### src/rtl/iter_divider.sv
// Radix-2 restoring divider for EXE DIV/DIVU: quotient, remainder, signed or unsigned; fixed WIDTH+1 cycle latency.
// Results held in DONE until div_ack or div_begin drops; dropping div_begin mid-divide aborts without div_end.
module iter_divider #(
   parameter int WIDTH = 32,
   parameter int CNT_W = 6
) (
   input  logic             clk,
   input  logic             resetn,
   input  logic             div_begin,
   input  logic             div_sign,
   input  logic [WIDTH-1:0] div_op1,
   input  logic [WIDTH-1:0] div_op2,
   input  logic             div_ack,
   output logic [WIDTH-1:0] div_result,
   output logic [WIDTH-1:0] div_remainder,
   output logic             div_end,
   output logic             div_busy
);

   typedef enum logic [1:0] {
      S_IDLE = 2'd0,
      S_BUSY = 2'd1,
      S_DONE = 2'd2
   } state_t;

   state_t             state_q, state_d;
   logic [CNT_W-1:0]   cnt_q, cnt_d;
   logic [WIDTH-1:0]   rem_q, rem_d;
   logic [WIDTH-1:0]   quo_q, quo_d;
   logic [WIDTH-1:0]   dvs_q, dvs_d;
   logic               sign_q, sign_d;
   logic               neg1_q, neg1_d;
   logic               neg2_q, neg2_d;
   logic               dz_q, dz_d;
   logic [WIDTH-1:0]   hold_res_q, hold_res_d;
   logic [WIDTH-1:0]   hold_rem_q, hold_rem_d;

   logic               op1_neg, op2_neg;
   logic [WIDTH-1:0]   op1_mag, op2_mag;
   logic [WIDTH:0]     trial;
   logic               last_step;
   logic [WIDTH-1:0]   quo_fix, rem_fix;

   assign op1_neg   = div_sign & div_op1[WIDTH-1];
   assign op2_neg   = div_sign & div_op2[WIDTH-1];
   assign op1_mag   = op1_neg ? -div_op1 : div_op1;
   assign op2_mag   = op2_neg ? -div_op2 : div_op2;
   assign trial     = {rem_q, quo_q[WIDTH-1]} - {1'b0, dvs_q};
   assign last_step = (cnt_q == CNT_W'(WIDTH - 1));

   // A zero divisor leaves |op1| in the remainder, so the normal dividend-sign
   // correction restores the original op1; only the quotient needs forcing.
   assign quo_fix = dz_q ? '1 : ((neg1_q ^ neg2_q) ? -quo_q : quo_q);
   assign rem_fix = neg1_q ? -rem_q : rem_q;

   always_ff @(posedge clk or negedge resetn) begin
      if (!resetn) begin
         state_q <= S_IDLE;
      end else begin
         state_q <= state_d;
      end
   end

   always_comb begin
      state_d = state_q;
      case (state_q)
         S_IDLE: if (div_begin) state_d = S_BUSY;
         S_BUSY: begin
            if (!div_begin)    state_d = S_IDLE;
            else if (last_step) state_d = S_DONE;
         end
         S_DONE: if (div_ack || !div_begin) state_d = S_IDLE;
         default: state_d = S_IDLE;
      endcase
   end

   always_comb begin
      div_end       = (state_q == S_DONE);
      div_busy      = (state_q == S_BUSY);
      div_result    = (state_q == S_DONE) ? quo_fix : hold_res_q;
      div_remainder = (state_q == S_DONE) ? rem_fix : hold_rem_q;
   end

   always_comb begin
      cnt_d      = cnt_q;
      rem_d      = rem_q;
      quo_d      = quo_q;
      dvs_d      = dvs_q;
      sign_d     = sign_q;
      neg1_d     = neg1_q;
      neg2_d     = neg2_q;
      dz_d       = dz_q;
      hold_res_d = hold_res_q;
      hold_rem_d = hold_rem_q;
      case (state_q)
         S_IDLE: begin
            if (div_begin) begin
               sign_d = div_sign;
               neg1_d = op1_neg;
               neg2_d = op2_neg;
               dz_d   = (div_op2 == '0);
               rem_d  = '0;
               quo_d  = op1_mag;
               dvs_d  = op2_mag;
               cnt_d  = '0;
            end
         end
         S_BUSY: begin
            if (div_begin) begin
               if (!trial[WIDTH]) begin
                  rem_d = trial[WIDTH-1:0];
                  quo_d = {quo_q[WIDTH-2:0], 1'b1};
               end else begin
                  rem_d = {rem_q[WIDTH-2:0], quo_q[WIDTH-1]};
                  quo_d = {quo_q[WIDTH-2:0], 1'b0};
               end
               cnt_d = cnt_q + CNT_W'(1);
            end
         end
         S_DONE: begin
            // Snapshot so the outputs keep their value once DONE is left.
            hold_res_d = quo_fix;
            hold_rem_d = rem_fix;
         end
         default: ;
      endcase
   end

   always_ff @(posedge clk or negedge resetn) begin
      if (!resetn) begin
         cnt_q      <= '0;
         rem_q      <= '0;
         quo_q      <= '0;
         dvs_q      <= '0;
         sign_q     <= 1'b0;
         neg1_q     <= 1'b0;
         neg2_q     <= 1'b0;
         dz_q       <= 1'b0;
         hold_res_q <= '0;
         hold_rem_q <= '0;
      end else begin
         cnt_q      <= cnt_d;
         rem_q      <= rem_d;
         quo_q      <= quo_d;
         dvs_q      <= dvs_d;
         sign_q     <= sign_d;
         neg1_q     <= neg1_d;
         neg2_q     <= neg2_d;
         dz_q       <= dz_d;
         hold_res_q <= hold_res_d;
         hold_rem_q <= hold_rem_d;
      end
   end

endmodule
### config.mk
export PLATFORM = sky130hd
export DESIGN_NAME = iter_divider
export DESIGN_NICKNAME = d
export VERILOG_FILES = /design/src/rtl/iter_divider.sv
export SDC_FILE = /design/constraint.sdc
export NUM_CORES = 1
export LEC_CHECK = 0
export CORE_MARGIN = 4
export CORE_UTILIZATION = 51
export DETAILED_ROUTE_END_ITERATION = 8
export GPL_TIMING_DRIVEN = 1
export PLACE_DENSITY_LB_ADDON = 0.05
export RECOVER_POWER = 50
export SYNTH_ARGS = -nofsm -noshare
export SYNTH_HDL_FRONTEND = slang
export SYNTH_SLANG_ARGS = --single-unit
### constraint.sdc
create_clock -name clk -period 3.2 [get_ports clk]
set_clock_uncertainty 0.15 [all_clocks]
set_input_delay 0.32 -clock clk [delete_from_list [all_inputs] [get_ports clk]]
set_output_delay 0.32 -clock clk [all_outputs]
set_load 0.02 [all_outputs]
==> flow_summary.rst <==
.. list-table::
   :header-rows: 1

   * - Metric
     - Value
   * - Run status
     - finished, violations left
   * - Violated checks
     - capacitance limit, slew limit, setup timing
   * - Final HPWL from detailed placement
     - 22,990 um
   * - DP Worst Slack
     - -917.1 ps
   * - Yosys Warn Count
     - 0
   * - Routing usage on met3
     - 5.229%
   * - Post-synth top cells
     - nand2_1 (174), dfrtp_1 (171), o21ai_0 (158), a21oi_1 (125), nor2_1 (112)
   * - Total count of max-transition violations in the final report
     - 80
   * - Power density of the placed cells
     - between 600 and 700 nW/um2
   * - Min-Delay Path Class
     - reg2reg
   * - Crit path required time
     - between 2000 and 3000 ps
   * - Layer with the highest usage after global routing
     - met1
   * - Worst path top cell family by delay
     - simple AND/OR/NAND/NOR gates
   * - Worst skew pair latency
     - about 430 ps
   * - Number of antenna-violating nets in the routed design
     - 0
   * - Clock-pin slew reported for the worst setup and hold paths after clock tree synthesis
     - 70 ps
   * - Cell with the most instances after synthesis
     - nand2_1
   * - Setup repair after global routing missed its margin
     - true
   * - Worst Path Class, Setup
     - reg2out
   * - Worst stage delay on the critical path
     - ~450 ps
   * - Transition time at the pin with the least slew margin
     - ~1800 ps
   * - Relative max-transition margin
     - -19.07%
   * - Number of buffers inserted by port buffering
     - around 130
   * - Worst-case setup margin in the final layout
     - -945.3 ps
   * - Cell Area, Synth
     - 11,070 um2
   * - Final cycle utilization of the critical path
     - 129.5%
   * - Post-Route WL
     - about 32,000 um
   * - Post-synthesis net count
     - around 1,400
   * - Cell at the root of the clock tree
     - clkbuf_16
   * - Post-synth EDFFs
     - 0
   * - Cell row count
     - 53
   * - Flip-flop and latch count after synthesis
     - 171
   * - R2R depth
     - 13
   * - Placed Instance Area
     - between 10,000 and 15,000 um2
   * - # diodes
     - 0
   * - Top-Level Pins
     - 135
   * - Setup slack, reg-to-reg
     - -220 ps
   * - Final-report hold violation count
     - 0
   * - Critical-path maximum fanout
     - 3
   * - Combined global-route utilization of all metal layers
     - 25.48%
   * - Detail-routed net length per standard cell
     - approximately 17 um
   * - Number of clock buffers inserted by TritonCTS
     - 17
   * - Crit path max-delay cell type
     - or4_4
   * - Worst Hold Path EP
     - hold_rem_q[29]
   * - Leakage power of the design
     - between 6 and 7 nW
   * - Most area-consuming cells after synthesis
     - dfrtp_1 (39%), xor2_1 (7.2%), o21ai_0 (7.1%)
   * - Sum Neg Setup Slack
     - -24,040 ps
   * - Maximum VDD drop
     - 447.6 uV
   * - Wire length of the first global-routing pass
     - 50,320 um
   * - Die Outline Area
     - 24,130 um2
   * - Layout cell share with drive strength beyond 1
     - around a quarter
   * - Average size of a mapped cell
     - 8.288 um2
   * - Initial DRT Pass Iterations
     - 6
   * - Arrival time at the worst endpoint
     - roughly 3700 ps
   * - Starting DRT DRC Count
     - 794
   * - Dominant synthesized flop cell
     - dfrtp_1
   * - Reg-to-Reg Start
     - quo_q[12]
   * - Reg-to-Reg End
     - hold_res_q[28]
   * - Maximum clock frequency
     - around 0.24 GHz
   * - Multi-input combinational cell area
     - between 7000 and 8000 um2
   * - Reported max-cap violation count
     - 2
   * - Met1 Usage GRT
     - between 30% and 40%
   * - Post-synth ARST share
     - 100.0%
   * - Final critical delay including setup and external delays
     - 4145 ps
   * - Number of global-route vias before repair
     - ~9,800
   * - Startpoint class of the critical path
     - flop
   * - Area growth from synthesis to layout
     - 37.81%
   * - DR vias
     - between 10,000 and 15,000
   * - Worst hold path depth
     - 2
   * - Post-synth top area cell
     - dfrtp_1
   * - Global routing met2 resource utilization
     - 38.12%
   * - Number of nets in the layout
     - 1,716
   * - Floorplan die height
     - around 160 um
   * - Number of antenna violations at the first check in global routing
     - 0
   * - Max Root-Sink Buffers
     - 2
   * - Final setup violation count
     - a little under 60
   * - TritonCTS sink count
     - 171
   * - Number of buffer and inverter stages on the critical path
     - 1
   * - Final design area excluding fillers
     - between 15,000 and 20,000 um2
   * - Residual overflow from global routing
     - 0
   * - Most frequent CP cell
     - or3_4
   * - Layout filler cell count
     - approximately 1,700
   * - CTS H-tree depth
     - 4
   * - Critical path endpoint category
     - output pin
   * - Effective utilization at floorplan
     - a little over half
   * - Maximum number of pins on one net before global-route repair
     - 62
   * - RePlAce Congestion
     - ~0.93
   * - Critical Path, Cell by Cell
     - or3_4 -> or2_4 -> or3_4 -> or3_4 -> or4_4 -> or3_4 -> o41ai_4 -> xor2_1 -> a21oi_2 -> buf_2
   * - Overall die width
     - 155.4 um
   * - Combined flip-flop and latch cell area
     - roughly 4300 um2
   * - Via-to-Cell Ratio
     - approximately 5.6
   * - Sequential fraction of the synthesis area
     - around two fifths
   * - Total DRC errors in the routed layout
     - 0
   * - Core region area
     - about 21,000 um2
   * - Count of different cell masters after synthesis
     - 59
   * - Synthesized instance count
     - roughly 1,300
   * - Synth top area share
     - roughly 39%
   * - Worst min-delay path startpoint
     - hold_rem_q[29]
   * - TritonCTS clock tree
     - yes
flip-flops by register name (all words and copies together) (netlist names):
register,cells
quo_q,32
cnt_q,6
neg2_q,1
dvs_q,32
hold_res_q,32
state_q,2
neg1_q,1
rem_q,32
hold_rem_q,32
dz_q,1
worst max-delay path by stage:
stage / cells past startpoint / slack, ps / from / end
CTS: 10 / -950 / quo_q[12] / div_result[29]
global route: 10 / -1040 / quo_q[12] / div_result[29]
finish: 10 / -950 / quo_q[12] / div_result[29]
detailed placement: 10 / -920 / quo_q[12] / div_result[29]
global placement: 10 / -870 / quo_q[12] / div_result[29]
floorplan: 9 / -350 / quo_q[10] / div_result[29]
logic make-up after synthesis:
logic type	Yosys count	share of synthesized area, %
compound gates	403	21.82
xor+xnor	145	11.47
fa+ha+maj	38	4.362
buf+inv	120	4.068
flops	171	38.64
mux	10	0.9153
simple gates	449	18.72
report_power, final:
part	leakage (nW)	internal (mW)	total, mW	switching (mW)
clock	0.275	1.06	1.99	0.932
sequential	2.23	2.45	2.73	0.280
combinational	4.32	2.55	5.42	2.87
total	6.83	6.05	10.1	4.08
cells in the final DEF, fill, tap and decap left out, types with 6 or more instances in the layout:
master           instances
o41ai_1                 10
nor3_1                  18
dfrtp_1                171
nand2_1                167
and3_1                  11
buf_6                   22
ha_4                     7
nand3_1                 40
nor2b_1                  7
xor2_1                  89
nor4_1                   8
a21o_1                  11
xnor2_1                 52
or3_4                    6
clkdlybuf4s50_1         78
nand2_2                  6
a21oi_1                102
buf_4                  178
ha_1                    27
o21ai_2                 15
nand4_1                  7
dlygate4sd2_1            9
or4_4                    8
o21ai_0                124
o21bai_1                 6
o21ai_1                 18
nor2_1                 108
inv_1                   53
mux2i_1                  9
o31ai_4                  7
a21oi_2                 22
o31ai_1                 18
o311ai_0                 6
clkbuf_2                 9
clkbuf_16               21
o311ai_1                10
nand2b_1                 9
or4_1                    8
or3_1                   10
layer usage:
layer / vias up / routed length (um)
li1: 5293 / -
met1: 5035 / 15740
met2: 266 / 13900
met3: 19 / 1759
met4: 0 / 259
met5: - / 0
what timing repair did:
action | in CTS | in global routing
hold buffers | 1 | 0
endpoints found under the hold margin | 51 | 0
setup endpoints to repair | 65 | 101
pin swaps | 22 | 54
gates cloned | 0 | 4
buffers inserted | 15 | 20
gates resized for setup | 250 | 149
worst register-to-register path: stages (launching register included):
cell,delay [ps]
dfrtp_1,380
or3_4,390
or2_4,230
or3_4,330
buf_4,140
buf_6,110
or3_4,350
or4_4,470
nor3_4,190
buf_6,130
a21oi_2,50
xnor2_1,170
a21oi_2,80
buf_4,150
final cells by class:
| class | count | share of cell area [%] |
|---|---|---|
| clock buffer | 19 | 2.968 |
| clock inverter | 13 | 0.7051 |
| inverter | 55 | 1.353 |
| multi-input combinational | 1045 | 46.53 |
| sequential | 171 | 28.04 |
| tap | 275 | 2.255 |
| timing repair buffer | 319 | 18.15 |
metrics by stage:
stage | cells | total power, mW | utilization, % | hold slack (ps)
2_1_floorplan | 1336 | 5.334 | - | -125.6
3_3_place_gp | 1833 | 6.982 | 64.96 | 157.8
3_5_place_dp | 1833 | 7.038 | 64.96 | 153.0
4_1_cts | 1881 | 9.206 | 68.99 | 259.5
5_1_grt | 1897 | 10.77 | 71.91 | 363.4
6_report | 1897 | 10.13 | 71.91 | 330.6
Power figures use the tool's default switching activity.
